$ cat src/rtl/polylut_stream_feeder.sv
// polylut_stream_feeder: feature-stream deserialiser, in-flight tracker and
// result FIFO around the fixed-latency PolyLUT network.
// Optional: POLYLUT_FEED_ARGMAX_EN adds r_class (argmax of each result).
module polylut_stream_feeder #(
    parameter int FEAT_W    = 7,
    parameter int NUM_FEAT  = 16,
    parameter int CLS_W     = 5,
    parameter int NUM_CLS   = 5,
    parameter int PIPE_LAT  = 10,
    parameter int RES_DEPTH = 4
) (
    input  logic                         clk,
    input  logic                         rst,
    input  logic                         s_valid,
    output logic                         s_ready,
    input  logic [FEAT_W-1:0]            s_data,
    output logic [NUM_FEAT*FEAT_W-1:0]   net_vec,
    input  logic [NUM_CLS*CLS_W-1:0]     net_res,
    output logic                         r_valid,
    input  logic                         r_ready,
`ifdef POLYLUT_FEED_ARGMAX_EN
    output logic [$clog2(NUM_CLS)-1:0]   r_class,
`endif
    output logic [NUM_CLS*CLS_W-1:0]     r_data
);

    localparam int VW  = NUM_FEAT * FEAT_W;
    localparam int RW  = NUM_CLS * CLS_W;
    localparam int IW  = $clog2(NUM_FEAT);
    localparam int PW  = $clog2(RES_DEPTH);
    localparam int CW  = PW + 1;
    localparam logic [CW:0]   DEPTH_S = (CW+1)'(RES_DEPTH);
    localparam logic [CW-1:0] DEPTH_C = CW'(RES_DEPTH);

    typedef enum logic {COLLECT, FULL} state_t;

    state_t             state_q;
    logic               s_ready_q;
    logic [IW-1:0]      idx_q;
    logic [VW-1:0]      shadow_q;
    logic [VW-1:0]      net_vec_q;
    logic [PIPE_LAT:0]  tok_q;
    logic [CW-1:0]      inflt_q;
    logic [CW-1:0]      cnt_q;
    logic [PW-1:0]      wp_q;
    logic [PW-1:0]      rp_q;
    logic [RW-1:0]      mem_q [RES_DEPTH];

    logic accept;
    logic credit;
    logic launch;
    logic push;
    logic pop;

    assign accept  = s_valid && s_ready_q;
    // Launch only when every outstanding result already has a FIFO slot.
    assign credit  = ({1'b0, inflt_q} + {1'b0, cnt_q}) < DEPTH_S;
    assign launch  = (state_q == FULL) && credit;
    assign push    = tok_q[PIPE_LAT];
    assign r_valid = (cnt_q != '0);
    assign pop     = r_valid && r_ready;

    assign s_ready = s_ready_q;
    assign net_vec = net_vec_q;
    assign r_data  = mem_q[rp_q];

    // Collect/launch FSM: pack features into the shadow, then hand off.
    always_ff @(posedge clk) begin
        if (rst) begin
            state_q   <= COLLECT;
            s_ready_q <= 1'b0;
            idx_q     <= '0;
            shadow_q  <= '0;
            net_vec_q <= '0;
        end else begin
            case (state_q)
                COLLECT: begin
                    s_ready_q <= 1'b1;
                    if (accept) begin
                        shadow_q[int'(idx_q)*FEAT_W +: FEAT_W] <= s_data;
                        if (idx_q == IW'(NUM_FEAT-1)) begin
                            idx_q     <= '0;
                            state_q   <= FULL;
                            s_ready_q <= 1'b0;
                        end else begin
                            idx_q <= idx_q + 1'b1;
                        end
                    end
                end
                FULL: begin
                    if (launch) begin
                        net_vec_q <= shadow_q;
                        state_q   <= COLLECT;
                        s_ready_q <= 1'b1;
                    end
                end
                default: begin
                    state_q   <= COLLECT;
                    s_ready_q <= 1'b0;
                end
            endcase
        end
    end

    // Token line mirrors the network pipeline; in_flight counts its tokens.
    always_ff @(posedge clk) begin
        if (rst) begin
            tok_q   <= '0;
            inflt_q <= '0;
        end else begin
            tok_q <= {tok_q[PIPE_LAT-1:0], launch};
            case ({launch, push})
                2'b10:   inflt_q <= inflt_q + 1'b1;
                2'b01:   inflt_q <= inflt_q - 1'b1;
                default: inflt_q <= inflt_q;
            endcase
        end
    end

`ifdef POLYLUT_FEED_ARGMAX_EN
    localparam int CIW = $clog2(NUM_CLS);

    logic [CIW-1:0]          amax;
    logic signed [CLS_W-1:0] best;
    logic signed [CLS_W-1:0] cur;
    logic [CIW-1:0]          cls_q [RES_DEPTH];

    // Signed argmax; strict compare keeps the lowest index on ties.
    always_comb begin
        amax = '0;
        best = $signed(net_res[CLS_W-1:0]);
        cur  = '0;
        for (int i = 1; i < NUM_CLS; i++) begin
            cur = $signed(net_res[i*CLS_W +: CLS_W]);
            if (cur > best) begin
                best = cur;
                amax = CIW'(i);
            end
        end
    end

    assign r_class = cls_q[rp_q];

    // Class index stored next to its result entry.
    always_ff @(posedge clk) begin
        if (rst) begin
            for (int i = 0; i < RES_DEPTH; i++) cls_q[i] <= '0;
        end else if (push) begin
            cls_q[wp_q] <= amax;
        end
    end
`endif

    // Result FIFO: push on token exit, pop on consumer handshake.
    always_ff @(posedge clk) begin
        if (rst) begin
            wp_q  <= '0;
            rp_q  <= '0;
            cnt_q <= '0;
            for (int i = 0; i < RES_DEPTH; i++) mem_q[i] <= '0;
        end else begin
            if (push) begin
                mem_q[wp_q] <= net_res;
                wp_q        <= wp_q + 1'b1;
            end
            if (pop) begin
                rp_q <= rp_q + 1'b1;
            end
            case ({push, pop})
                2'b10:   cnt_q <= cnt_q + 1'b1;
                2'b01:   cnt_q <= cnt_q - 1'b1;
                default: cnt_q <= cnt_q;
            endcase
        end
    end

    // Credit control must make an overflowing push impossible.
    always_ff @(posedge clk) begin
        if (!rst && push) begin
            assert (cnt_q != DEPTH_C)
            else $error("result FIFO overflow");
        end
    end

endmodule

$ cat config.mk
export PLATFORM = sky130hd
export DESIGN_NAME = polylut_stream_feeder
export DESIGN_NICKNAME = d
export VERILOG_FILES = /design/src/rtl/polylut_stream_feeder.sv
export SDC_FILE = /design/constraint.sdc
export NUM_CORES = 1
export LEC_CHECK = 0
export CORE_ASPECT_RATIO = 1.4
export CORE_MARGIN = 8
export CORE_UTILIZATION = 30
export CTS_CLUSTER_DIAMETER = 60
export CTS_CLUSTER_SIZE = 12
export DETAILED_ROUTE_END_ITERATION = 16
export PLACE_DENSITY = 0.47
export SLEW_MARGIN = 25
export SYNTH_ARGS = -nofsm -noshare
export SYNTH_HDL_FRONTEND = slang
export SYNTH_SLANG_ARGS = --single-unit
$ cat constraint.sdc
create_clock -name clk -period 8 [get_ports clk]
set_clock_uncertainty 0.1 [all_clocks]
set_input_delay 2.4 -clock clk [delete_from_list [all_inputs] [get_ports clk]]
set_output_delay 2.4 -clock clk [all_outputs]
set_load 0.01 [all_outputs]
==> results of run 1 <==
## logic make-up after synthesis
| family | Yosys count |
|---|---|
| AND/OR/NAND/NOR | 556 |
| AO/OA/AOI/OAI | 125 |
| multiplexers | 137 |
| XOR/XNOR | 14 |
| buffers and inverters | 86 |
| flip-flops | 353 |
| adder cells (fa/ha/maj) | 11 |
## how the worst max path moves through the flow
stage,from,cells past startpoint,to,slack [ns]
after floorplan,rst,3,mem_q[1][0],3.85
after global placement,rst,4,mem_q[2][19],2.39
after detailed placement,rst,4,mem_q[2][22],2.27
after CTS,rst,4,mem_q[2][17],2.84
after global routing,flop,3,r_data[21],2.99
final,flop,3,r_data[20],3.13
## synth_stat cells (3+ instances only)
| library cell | n |
|---|---|
| nand2_1 | 265 |
| dfxtp_1 | 253 |
| a21oi_1 | 119 |
| mux2i_1 | 112 |
| nand2b_1 | 106 |
| and2_1 | 101 |
| edfxtp_1 | 100 |
| clkbuf_1 | 57 |
| nor2_1 | 28 |
| mux4_2 | 25 |
| nor2b_1 | 11 |
| inv_1 | 10 |
| buf_1 | 9 |
| ha_1 | 9 |
| xor2_1 | 8 |
| nand3_2 | 7 |
| nand3_4 | 7 |
| nor3_1 | 6 |
| buf_2 | 5 |
| nand3b_1 | 4 |
| xnor2_1 | 4 |
| nand3_1 | 3 |
| or3_1 | 3 |
## power breakdown
part,leakage [nW],switching (W),internal [W]
Combinational,2.79,0.0000819,0.0000531
Clock,0.519,0.000689,0.000915
Sequential,3.06,0.00000837,0.00186
Total,6.38,0.000779,0.00282
## per-stage QoR
step | total power (W) | util [%]
6_report | 0.003603 | 37.68
5_1_grt | 0.003742 | 37.68
4_1_cts | 0.003675 | 37.64
3_5_place_dp | 0.002042 | 35.30
3_3_place_gp | 0.002041 | 35.29
2_1_floorplan | 0.001977 | -
## cell usage in the layout, fill, tap and decap left out, types with 2 or more instances in the layout
cell,netlist,layout
mux4_2,25,25
nand3_2,7,7
mux2i_1,112,112
clkbuf_16,0,39
clkdlybuf4s50_1,0,173
nor3_4,1,2
and3b_1,2,2
a21oi_1,119,119
nand3_4,7,7
or3_1,3,3
nand2_1,265,265
edfxtp_1,100,100
ha_1,9,9
nor2b_1,11,11
fa_1,2,2
or2_2,2,2
nand3_1,3,3
nor2_1,28,27
dfxtp_1,253,253
xor2_1,8,8
nand2b_1,106,106
inv_1,10,10
and2_1,101,101
xnor2_1,4,4
buf_6,2,2
buf_4,2,7
o21ai_0,2,2
clkbuf_1,57,11
nand3b_1,4,4
nor3_1,6,5
## metal layers
metal | vias to the layer above | wire (um) | track usage, %
met4 | 0 | 957 | 4.154
met3 | 47 | 1613 | 2.647
met2 | 183 | 18030 | 23.27
li1 | 4579 | - | -
met5 | - | 0 | 0
met1 | 4392 | 16620 | 17.07
## critical path: stages, from the launching register on
cell and delay [ns]:
dfxtp_1 0.30, buf_4 0.44, mux4_2 0.59, clkdlybuf4s50_1 0.50
## flip-flops by register name (all words and copies together) (netlist names), 2 cells and up, named ones only
register  cells
inflt_q       3
cnt_q         3
idx_q         4
shadow_q    112
rp_q          2
tok_q        11
net_vec     112
mem_q       100
wp_q          2
## area by class of cell
class                           instances  area share, %
Sequential cell                       353          46.58
Multi-Input combinational cell        843          31.98
Timing Repair Buffer                  183          10.52
Clock buffer                           50          5.873
Tap cell                              617          4.457
Clock inverter                          4         0.3395
Inverter                               11         0.2529
==> metrics, run 1 <==
status=finished, final reports clean; max-cap violations=0; top cells by area, synth=dfxtp_1 36%, edfxtp_1 22%, mux2i_1 8.1%; Port Buffer Count=174; Fin Setup TNS=0 ns; die width=198.0 um; Fin Hold WS=0.3348 ns; Final Hold Violating Endpoints=0; worst-skew pair later-pin latency=~0.53 ns; Slew Limit Fails=0; cts hold-fix bufs=0; critical path startpoint category=flop; Tot GR Track Use=13.63%; r2r worst-path depth=4; Static Leak=6.377 nW; routability cong.=0.7561; DIE AREA=53630 um2; Mapped Nets=1329; post-synthesis compound-gate area fraction=4.594%; CTS Buffer Depth=3; # H-tree levels=2; I/O pin count=between 150 and 200; Storage cell area=8068 um2; xor/xnor cell area share of the yosys netlist=1.070%; fin cells=approximately 2100; die height=approximately 270 um; R2R Setup Slk=4.93 ns; post-CTS setup buffers=0; Crit path required time=5.50 ns; multi-input combinational cell area=5538 um2; nets@finish=1475; fillers=about 4600; relative slew slack=38.07%; core region area=45960 um2; Post-Synth Adder-Cell Area=around 1.1%; 1st-iter DRT viols=453; share of cells above drive strength 1=7.410%; Num CTS Buffers=36; period utilization=between 60% and 70%; multiplexer share of the synthesized area=12.10%; crit path capture type=output port; kind of critical path=reg -> out; total gr overflow=0; shortest period the worst path allows=4.872 ns; hold path depth=1; PostCTS Resize Cnt=0; post-placement cell count=approximately 2000; ys async rst share=0%; #FFs+latches synth=roughly 350; Avg Inst Size Synth=10.85 um2; PnR worst setup slack=~3.1 ns; Place WS=2.274 ns; largest family of logic cells by synthesized area=simple AND/OR/NAND/NOR gates; EDFF count, synth=100; # DRC=0; PD cells=208.0 nW/um2; row cnt=93; Post-Synth Simple-Gate Area=roughly a fifth; Diodes inserted=0; worst vdd ir=between 0.1 and 0.15 mV; DR WL/cell=about 18 um; largest net degree at the start of global routing=100; Synth Cell Area=approximately 14000 um2; CTS root buf=clkbuf_16; Initial Util=30.28%; critical path arrival=2.37 ns; Clk pin slew, worst setup/hold paths=approximately 0.060 ns; Cell Area, Placed=16220 um2; post-synth cell types=45; ys flop type=dfxtp_1; RSZ-0062 raised after global routing=no; first-pass GRT wire length=56.79 mm; Pre-antenna DRT Iters=4; Reg-to-Reg End=mem_q[2][19]; worst-case hold path end point=tok_q[8]; Routed Antenna Nets=0; area delta synth->final=24.46%; post-synthesis sequential area ratio=57.98%; Clock Sinks=about 350; drt via density=4.464; Max Fanout on Critical Path=25; vias in the first global route=9275; Synth area leader=dfxtp_1; Min-Delay Path Class=reg -> reg; Ys Warns=0; vias=9201; final wirelength=37.22 mm; worst slew pin tran=approximately 0.9 ns; final setup fails=0; Synth top area share=approximately 36%; Detailed Place HPWL=approximately 25 mm; TritonCTS clock tree=built; initial antenna violation count=0; Max Freq=205.3 MHz; design area=17320 um2; Hold Path Origin=tok_q[7]; Worst R2R Start=tok_q[10]; Mapped Cells=1282
Power figures use the tool's default switching activity.
==> run 2, diff against run 1 <==
--- a/config.mk
+++ b/config.mk
@@ -11,7 +11,7 @@
 export CTS_CLUSTER_DIAMETER = 60
 export CTS_CLUSTER_SIZE = 12
 export DETAILED_ROUTE_END_ITERATION = 16
-export PLACE_DENSITY = 0.47
+export PLACE_DENSITY = 0.49
 export SLEW_MARGIN = 25
 export SYNTH_ARGS = -nofsm -noshare
 export SYNTH_HDL_FRONTEND = slang
==> constraint.sdc (replaced) <==
create_clock -name clk -period 4.3 [get_ports clk]
set_clock_uncertainty 0.1 [all_clocks]
set_input_delay 1.29 -clock clk [delete_from_list [all_inputs] [get_ports clk]]
set_output_delay 1.29 -clock clk [all_outputs]
set_load 0.01 [all_outputs]
==> run 2 against run 1 <==
Net effect:
- final cell count up 0.24%
- design area about the same
- global-route usage down 0.051 points
- sequential share of layout area about the same
- non-clock buffer count up 6
- worst hold slack worse by 0.0021 ns
- combinational power up 87%
- power up 85%
- critical path depth unchanged
- sequential power up 87%
- wire length down 1.4%
- first-iteration DRC count down 7.5%
- largest power group unchanged
==> metrics, run 2 (same netlist as run 1, synthesis figures left out) <==
critical path startpoint category=flop; Fin Hold WS=0.3327 ns; most frequent cells in the layout=265 x nand2_1, 252 x dfxtp_1, 173 x clkdlybuf4s50_1; PD cells=384.0 nW/um2; Fin Setup TNS=0 ns; DR WL/cell=between 15 and 20 um; row cnt=93; Top delay family on crit path=buffers and inverters; I/O pin count=around 180; # H-tree levels=2; Static Leak=6.412 nW; slowest CP cell=mux4_2; vias in the first global route=9632; Tot Pwr=0.006655 W; critical path arrival=2.38 ns; area delta synth->final=24.56%; commonest non-fill, non-tap cell in the layout=nand2_1; Min-Delay Path Class=reg -> reg; first-pass GRT wire length=57.17 mm; Routed Antenna Nets=0; DIE AREA=53630 um2; kind of critical path=reg -> out; PostCTS Resize Cnt=0; final wirelength=roughly 37 mm; cts hold-fix bufs=0; final setup fails=0; share of cells above drive strength 1=under 10%; Max Fanout on Critical Path=25; crit path capture type=output port; CTS root buf=clkbuf_16; drt via density=around 4.5; routability cong.=about 0.76; period utilization=between 80% and 90%; shortest period the worst path allows=3.769 ns; nets@finish=about 1500; die height=270.8 um; 1st-iter DRT viols=between 400 and 500; Crit path required time=2.91 ns; Final Hold Violating Endpoints=0; post-CTS setup buffers=0; vias=9270; Slew Limit Fails=0; Port Buffer Count=between 150 and 200; TritonCTS clock tree=built; Initial Util=around 30%; Max Freq=~270 MHz; RSZ-0062 raised after global routing=no; initial antenna violation count=0; CP cell instances=buf_4 -> mux4_2 -> clkdlybuf4s50_1; max-cap violations=0; core region area=45960 um2; Buf/Inv on CP=2; Diodes inserted=0; relative slew slack=between 40 and 50%; worst slew pin tran=0.8879 ns; worst-skew pair later-pin latency=between 0.5 and 0.6 ns; die width=198.0 um; CP max stage delay=0.58 ns; Pre-antenna DRT Iters=4; Detailed Place HPWL=24.94 mm; Tot GR Track Use=13.58%; total gr overflow=0; CTS Buffer Depth=3; Clock Sinks=353; Clk pin slew, worst setup/hold paths=0.06 ns; largest net degree at the start of global routing=186; Num CTS Buffers=37; worst vdd ir=0.2074 mV; status=finished, final reports clean; # DRC=0
[run 2: area by class of cell]
cell class                      count  area, um2
Sequential cell                   353       8069
Inverter                           11      43.79
Timing Repair Buffer              189       1868
Multi-Input combinational cell    843       5524
Clock buffer                       48       1011
Clock inverter                      5      45.04
Fill cell                        4534      28630
Tap cell                          617      772.0
[run 2: metal layers]
metal	part of all wire, %	GRT usage (%)
met1	43	16.16
met2	50	23.80
met3	5.7	3.293
met4	2.1	3.938
met5	0	0
[run 2: power by group]
part	total, W	switching (W)	internal [W]
clock network	0.00294	0.00129	0.00165
registers	0.00347	0.0000151	0.00345
logic	0.000253	0.000151	0.000101
[run 2: stage by stage]
stage / utilization, % / setup slack (ns) / area [um2] / instances
finish: 37.71 / 0.5309 / 17330 / 2066
global route: 37.71 / 0.3745 / 17330 / 2066
CTS: 37.71 / 0.4444 / 17330 / 2066
detailed placement: 35.41 / 0.9411 / 16280 / 2013
global placement: 35.41 / 0.9409 / 16280 / 2013
floorplan: - / 1.257 / 13920 / 1282
[run 2: worst paths after layout]
path / from / end / cells after the start / slack [ns]
max: flop / r_data[16] / 3 / 0.53
min: tok_q[7] / tok_q[8] / 1 / 0.33
min reg2reg: tok_q[7] / tok_q[8] / 1 / 0.33
max reg2reg: idx_q[0] / shadow_q[104] / 6 / 1.39
[run 2: worst reg2reg max path, cell delays in order (launching register included)]
cell and delay, ns:
dfxtp_1 0.64, inv_1 0.18, ha_1 0.46, or3b_2 0.49, nor2_1 0.50, nand2_1 0.28, mux2i_1 0.17
